<file path="src/rtl/branch_scanner.sv">
// branch_scanner: resolves CBF/CBB targets by walking program memory one opcode per fetch (optional target cache: BRANCH_CACHE_EN).
// Latency: not-taken (or cache hit) -> done 1 cycle after start; taken -> one cycle per scanned opcode plus memory wait, then done.
// Backpressure: each read holds scan_req/scan_addr until instr_valid; busy stalls the core while scanning or faulted.

package branch_scanner_pkg;
  typedef enum logic [3:0] {
    OP_NOP   = 4'd0,
    OP_INC   = 4'd1,
    OP_DEC   = 4'd2,
    OP_LEFT  = 4'd3,
    OP_RIGHT = 4'd4,
    OP_OUT   = 4'd5,
    OP_IN    = 4'd6,
    OP_CBF   = 4'd7,
    OP_CBB   = 4'd8
  } op_code;
endpackage

module branch_scanner
  import branch_scanner_pkg::*;
#(
  parameter int ADDR_W        = 16,
  parameter int DEPTH_W       = 8,
  parameter int CACHE_ENTRIES = 4
) (
  input  logic               clock,
  input  logic               reset,
  input  logic               start,
  input  logic               is_backward,
  input  logic               acc_zero,
  input  logic [ADDR_W-1:0]  pc_in,
  output logic               scan_req,
  output logic [ADDR_W-1:0]  scan_addr,
  input  logic               instr_valid,
  input  op_code             instr,
  output logic               busy,
  output logic               done,
  output logic [ADDR_W-1:0]  target_pc,
  output logic [DEPTH_W-1:0] depth,
  output logic               fault
);

  typedef enum logic [1:0] {S_IDLE, S_FETCH, S_DONE, S_FAULT} state_t;

  localparam logic [ADDR_W-1:0]  ADDR_MAX  = '1;
  localparam logic [DEPTH_W-1:0] DEPTH_MAX = '1;

  state_t              state, state_n;
  logic [ADDR_W-1:0]   scan_addr_n, target_n;
  logic [DEPTH_W-1:0]  depth_n;
  logic                dir_q, dir_n;      // direction of the branch being resolved (1 = backward)
  logic                taken, is_same, is_opp, at_edge;
  logic                cache_hit;
  logic [ADDR_W-1:0]   cache_tgt;

  // Next-state, datapath updates and state-decoded outputs
  always_comb begin
    state_n     = state;
    scan_addr_n = scan_addr;
    target_n    = target_pc;
    depth_n     = depth;
    dir_n       = dir_q;
    scan_req    = 1'b0;
    busy        = 1'b0;
    done        = 1'b0;
    fault       = 1'b0;
    taken       = is_backward ^ acc_zero;
    is_same     = (instr == (dir_q ? OP_CBB : OP_CBF));
    is_opp      = (instr == (dir_q ? OP_CBF : OP_CBB));
    // the next step would leave the address space
    at_edge     = dir_q ? (scan_addr == '0) : (scan_addr == ADDR_MAX);

    unique case (state)
      S_IDLE: begin
        if (start) begin
          if (!taken) begin
            target_n = pc_in + 1'b1;
            state_n  = S_DONE;
          end else if (cache_hit) begin
            target_n = cache_tgt;
            state_n  = S_DONE;
          end else begin
            depth_n = DEPTH_W'(1);
            dir_n   = is_backward;
            // the very first step from pc_in would already wrap
            if (is_backward ? (pc_in == '0) : (pc_in == ADDR_MAX)) begin
              state_n = S_FAULT;
            end else begin
              scan_addr_n = is_backward ? (pc_in - 1'b1) : (pc_in + 1'b1);
              state_n     = S_FETCH;
            end
          end
        end
      end
      S_FETCH: begin
        scan_req = 1'b1;
        busy     = 1'b1;
        if (instr_valid) begin
          // depth saturating is an error; depth keeps its last legal value
          if (is_same && (depth == DEPTH_MAX)) begin
            state_n = S_FAULT;
          end else begin
            depth_n = is_same ? (depth + 1'b1) : (is_opp ? (depth - 1'b1) : depth);
            if (depth_n == '0) begin
              target_n = scan_addr + 1'b1;
              state_n  = S_DONE;
            end else if (at_edge) begin
              state_n = S_FAULT;
            end else begin
              scan_addr_n = dir_q ? (scan_addr - 1'b1) : (scan_addr + 1'b1);
            end
          end
        end
      end
      S_DONE: begin
        done    = 1'b1;
        state_n = S_IDLE;
      end
      S_FAULT: begin
        busy  = 1'b1;
        fault = 1'b1;
      end
      default: state_n = S_IDLE;
    endcase
  end

  // State and datapath registers
  always_ff @(posedge clock) begin
    if (reset) begin
      state     <= S_IDLE;
      scan_addr <= '0;
      target_pc <= '0;
      depth     <= '0;
      dir_q     <= 1'b0;
    end else begin
      state     <= state_n;
      scan_addr <= scan_addr_n;
      target_pc <= target_n;
      depth     <= depth_n;
      dir_q     <= dir_n;
    end
  end

`ifdef BRANCH_CACHE_EN
  localparam int IDX_W = (CACHE_ENTRIES > 1) ? $clog2(CACHE_ENTRIES) : 1;

  logic [CACHE_ENTRIES-1:0] c_vld;
  logic [CACHE_ENTRIES-1:0] c_dir;
  logic [ADDR_W-1:0]        c_pc  [CACHE_ENTRIES];
  logic [ADDR_W-1:0]        c_tgt [CACHE_ENTRIES];
  logic [IDX_W-1:0]         c_ptr;
  logic [ADDR_W-1:0]        orig_pc;
  logic                     alloc;

  // only a completed scan allocates; hits and not-taken branches never reach FETCH
  assign alloc = (state == S_FETCH) && (state_n == S_DONE);

  // Fully associative lookup on (pc_in, direction)
  always_comb begin
    cache_hit = 1'b0;
    cache_tgt = '0;
    for (int i = 0; i < CACHE_ENTRIES; i++) begin
      if (c_vld[i] && (c_pc[i] == pc_in) && (c_dir[i] == is_backward)) begin
        cache_hit = 1'b1;
        cache_tgt = c_tgt[i];
      end
    end
  end

  // Round-robin fill of resolved targets, keyed by the originating branch
  always_ff @(posedge clock) begin
    if (reset) begin
      c_vld   <= '0;
      c_ptr   <= '0;
      orig_pc <= '0;
    end else begin
      if ((state == S_IDLE) && start) orig_pc <= pc_in;
      if (alloc) begin
        c_vld[c_ptr] <= 1'b1;
        c_dir[c_ptr] <= dir_q;
        c_pc[c_ptr]  <= orig_pc;
        c_tgt[c_ptr] <= target_n;
        c_ptr        <= (c_ptr == IDX_W'(CACHE_ENTRIES - 1)) ? '0 : (c_ptr + 1'b1);
      end
    end
  end
`else
  assign cache_hit = 1'b0;
  assign cache_tgt = '0;
`endif

endmodule
</file>
<file path="config.mk">
export PLATFORM = sky130hd
export DESIGN_NAME = branch_scanner
export DESIGN_NICKNAME = d
export VERILOG_FILES = /design/src/rtl/branch_scanner.sv
export SDC_FILE = /design/constraint.sdc
export NUM_CORES = 1
export LEC_CHECK = 0
export CAP_MARGIN = 10
export CORE_ASPECT_RATIO = 1.5
export CORE_MARGIN = 5
export CORE_UTILIZATION = 54
export DETAILED_ROUTE_END_ITERATION = 7
export PLACE_DENSITY_LB_ADDON = 0.1
export SLEW_MARGIN = 30
export SYNTH_ARGS = -nofsm -noshare
export SYNTH_HDL_FRONTEND = slang
export SYNTH_SLANG_ARGS = --single-unit
</file>
<file path="constraint.sdc">
create_clock -name clock -period 3.7 [get_ports clock]
set_input_delay 0.37 -clock clock [delete_from_list [all_inputs] [get_ports clock]]
set_output_delay 0.37 -clock clock [all_outputs]
set_load 0.03 [all_outputs]
</file>
### Yosys cells after proc, flatten, opt, wreduce, memory -nomap -nowiden

Cells that the tools add are included.

* flip-flop bits (word level): 43
* output and inout port bits: 44

* reductions and logical operators: 13
* bitwise operators: 1
* multiplexer cells: 39
* eq/ne operators: 18
* add/sub/neg operators: 6

Operators with widths (count)
* 16-bit 2-to-1 mux: 14
* 16-bit one-hot mux with 2 select lines: 2
* 8-bit 2-to-1 mux: 6
* 16-bit by 1-bit adder with 16-bit output, second input constant: 2
* 16-bit equality test, second input constant: 2
* 16-bit zero test: 2
* 16-bit by 1-bit subtractor with 16-bit output, second input constant: 2
* 2-bit inequality test, second input constant: 9
* 8-bit one-hot mux with 2 select lines: 1
* 2-bit 2-to-1 mux: 7
* 8-bit by 1-bit adder with 8-bit output, second input constant: 1
* 4-bit equality test: 2
* 8-bit equality test, second input constant: 1
* 8-bit zero test: 1
* 4-bit 2-to-1 mux: 2
* 8-bit AND reduction: 1
* 8-bit by 1-bit subtractor with 8-bit output, second input constant: 1
* 1-bit 2-to-1 mux: 6
* 2-bit one-hot mux with 3 select lines: 1
* 6-bit AND reduction: 1
* 5-bit AND reduction: 1
* 2-bit equality test, second input constant: 2
* 4-bit inequality test, second input constant: 1
* 4-bit AND reduction: 1
* 8 further kinds: 8

### Depth between registers and ports, before layout

* depth after elaboration: 9
* depth in mapped cells: 11

### Least setup slack after synthesis

Ideal clock, no wire load.

* path type: register to register
* from: register depth[0]
* to: register target_pc[10]
* setup slack: 0.887 ns
* clock period less this slack: 2.813 ns
* buffers on the path: 1
* arrival: 2.686 ns
* stages on the path, launching flop included: 12
* library setup time: 0.128 ns
* path through: dfxtp_1 -> inv_1 -> ha_1 -> or3b_2 -> o22ai_4 -> mux2i_1 -> nor4_2 -> nand4_2 -> o2bb2ai_4 -> buf_8 -> mux2i_1 -> nor2_1

* word-level cells in the longest chain between the ends: 6
* elaborated cells between the ends (all ways): 10

RTL lines
* from (decl): RTL line 39 `output logic [DEPTH_W-1:0] depth,`
* from (signal assigned): RTL line 139 `depth <= depth_n;`
* 8-bit by 1-bit subtractor with 8-bit output: RTL line 103 `depth_n = is_same ? (depth + 1'b1) : (is_opp ? (depth - 1'b1) : depth);`
* 8-bit 2-to-1 mux (2 in a row): RTL line 103
* 8-bit zero test: RTL line 104 `if (depth_n == '0) begin`
* 2-bit inequality test (no line)
* 6-bit AND reduction (no line) *
* to (signal assigned): RTL line 138 `target_pc <= target_n;`
* to (decl): RTL line 38 `output logic [ADDR_W-1:0] target_pc,`

Mark *: on every way between the ends. The rest lies on a longest branch, timed or not.
A chain may end at the register's enable or synchronous reset.

### Worst setup path after layout

* from: input port instr[0]
* to: register scan_addr[14]

* word-level cells in the longest chain between the ends: 6
* elaborated cells between the ends (all ways): 9

RTL lines
* from (decl): RTL line 35 `input op_code instr,`
* 4-bit equality test: RTL line 69 `is_opp = (instr == (dir_q ? OP_CBF : OP_CBB));`
* 8-bit 2-to-1 mux (2 in a row): RTL line 103
* 8-bit zero test: RTL line 104
* 2-bit inequality test (no line)
* 8-bit AND reduction (no line) *
* to (signal assigned): RTL line 137 `scan_addr <= scan_addr_n;`
* to (decl): RTL line 33 `output logic [ADDR_W-1:0] scan_addr,`

Marked as above.

==> impl_metrics.ini <==
[outcome]
outcome = finished clean

[cells_and_area]
fillCellCount = 684
n_antenna_cell = 0
most-common-layout-cells = clkdlybuf4s50_1, nor2_1, nand2_1, dfxtp_1, a21oi_1
layout.nets = 644
final-seq-area_um2 = 861
drive_above_1_share = 0.0807
syn_to_final_growth_pct = 20.7
mostFrequentLayoutCell = clkdlybuf4s50_1
final_core_util = 0.671
multiInputGateArea_um2 = 2950
finalInstanceArea_um2 = 4880

[setup_path]
crit_type = in2reg
path_cells = clkdlybuf4s50_1 > or4b_1 > o32a_2 > o32ai_2 > xnor2_1 > nand2_1 > o221ai_2 > buf_4 > nand2b_1 > o22ai_1
r2r_cells = 11
required_ns = 3.89
reg2reg_from = depth[0]$_SDFFE_PP0P_
crit_path_max_fanout = 11
path_delay_family = simple AND/OR/NAND/NOR gates
worstSetupStartpointType = primary input
slowest_stage = or4b_1
critPathCaptureType = register
critPathBufInv = 2
worst_r2r_endpoint = scan_addr[14]$_SDFFE_PP0P_
r2r_slack_ns = 0.67
cp.arrival_ns = 3.28
cpPeakStageDelay_ns = 0.70

[synth]
netlist_area_um2 = 4050
syn_nets = 595
synth_seq_cells = 43
synth_seq_area_share = 0.213
ys_async_sr_fraction = 0
netlist.area_leader.share = 0.213
synth_area_leaders = dfxtp_1, xnor2_1, nor2_1
synth_largest_area_cell = dfxtp_1
synth_edf_count = 0
postSynthCellCount = 558
yosys_warnings = 0
ys_types = 73
synth_ff_type = dfxtp_1
avgSynthCellArea_um2 = 7.25

[sta]
fmaxAchievable_mhz = 323
whs_ns = 0.495
fin_skew_ns = 0.0117
rsz0062_at_grt = no
tightest_slew_ns = 0.749
drv_slew = 0
fin_tns_setup_ns = 0
setup_viol = 0
final_hold_viol_count = 0
min_period_ns = 3.09
relSlewSlack = 0.496
fin_crit_sh = 0.836

[detailed_routing]
first_pass_iters = 5
route.vias.total = 4296
wire_per_inst_um = 17.7
dr.first_iter.drc_count = 200
drc_errors = 0
vias_per_cell = 6.08
routed_wl_um = 12500
antenna_left = 0

[global_routing]
antenna_found_initial = 0
grt_pass1_wl_um = 20500
overflow = 0
grt_max_degree = 50
grt.total_usage = 0.280
grt_pass1_vias = 4223

[floorplan]
die_h_um = 116
start_util = 0.556
dieWidth_um = 80.7
row_count = 38
pin_count = 70
core-area_um2 = 7270
die-area_um2 = 9360

[cts]
cts.sinks = 43
cts_hold_buf = 0
cts_max_path_buffers = 2
h-tree-depth = 2
cts_resized = 0
clkTransAtPathRegs_ns = 0.09
postCtsSetupBuffers = 0
cts_buffers = 5
clock_latency_ns = 0.31
cts_tree = yes
cts-root-buf = clkbuf_8

[place]
dpl_cell_area_um2 = 4790
portBuffers = 69
hpwlAfterDp_um = 9550
gp_congestion = 0.940

[pwr]
ir_drop_mv = 0.454
leakagePower_nw = 1.71
power-per-cell-area_nw_per_um2 = 644
power_mw = 3.14

[job]
cap_viol_max_count = 0

[min_path]
hold_path_class = reg2reg
holdPathStages = 2
hp-start = target_pc[15]$_SDFFE_PP0P_
worstHoldEndpoint = target_pc[15]$_SDFFE_PP0P_
## power by group
part / switching [mW] / internal (mW) / leakage, nW / total (mW)
clock network: 0.170 / 0.147 / 0.0470 / 0.316
registers: 0.238 / 0.616 / 0.352 / 0.854
logic: 1.15 / 0.822 / 1.31 / 1.97
total: 1.56 / 1.58 / 1.71 / 3.14
## stage by stage
| step | worst slack [ns] | cells |
|---|---|---|
| 6_report | 0.607 | 707 |
| 5_1_grt | 0.436 | 707 |
| 4_1_cts | 0.639 | 707 |
| 3_5_place_dp | 0.302 | 700 |
| 2_1_floorplan | 0.887 | 558 |
| 3_3_place_gp | 0.373 | 700 |
## worst min-delay path, cell delays in order (launching register included)
cell and delay [ns]:
dfxtp_1 0.33, nand2_1 0.05, o32ai_1 0.06
## layout make-up
type                            count  area share
Clock buffer                        6      0.0169
Clock inverter                      1     0.00103
Inverter                           18      0.0138
Multi-Input combinational cell    457       0.603
Sequential cell                    43       0.176
Tap cell                          100      0.0256
Timing Repair Buffer               82       0.163
## how the worst max path moves through the flow
stage                               start  cells after the start  slack [ns]                          to
finish                           instr[0]                     10        0.61  scan_addr[14]$_SDFFE_PP0P_
global route                     instr[0]                     10        0.44   scan_addr[9]$_SDFFE_PP0P_
CTS                              instr[0]                     10        0.64  scan_addr[14]$_SDFFE_PP0P_
detailed placement               instr[0]                      9        0.30       state[0]$_SDFFE_PP0P_
global placement                 instr[0]                      9        0.37       state[0]$_SDFFE_PP0P_
floorplan           depth[0]$_SDFFE_PP0P_                     11        0.89  target_pc[10]$_SDFFE_PP0P_
## state kept, by name (all words and copies together) (netlist names)
signal	flops
scan_addr	16
depth	8
state	2
target_pc	16
dir_q	1
## routing by layer
| layer | global-route usage | up-vias | routed length [um] |
|---|---|---|---|
| met5 | 0 | - | 0 |
| met4 | 0.196 | 0 | 799 |
| met3 | 0.0358 | 44 | 508 |
| met2 | 0.502 | 138 | 6540 |
| met1 | 0.298 | 2019 | 4640 |
| li1 | - | 2095 | - |
## cell families after synthesis
family / after synthesis / share of synthesized area
flops: 43 / 0.213
buf+inv: 58 / 0.0600
xor+xnor: 48 / 0.104
simple gates: 246 / 0.309
mux: 23 / 0.0575
compound gates: 129 / 0.223
fa+ha+maj: 11 / 0.0340
## cells in the mapped netlist, drive strengths merged, types with 11 or more instances
cell and count:
o22ai 12, mux2i 21, o21ai 34, buf 12, ha 11, dfxtp 43
nor2 66, nor3 20, inv 16, nand3 19, a21oi 34, xnor2 29
xor2 19, nand2 64, clkbuf 28
Note: power is estimated with default switching activity, not from simulation.
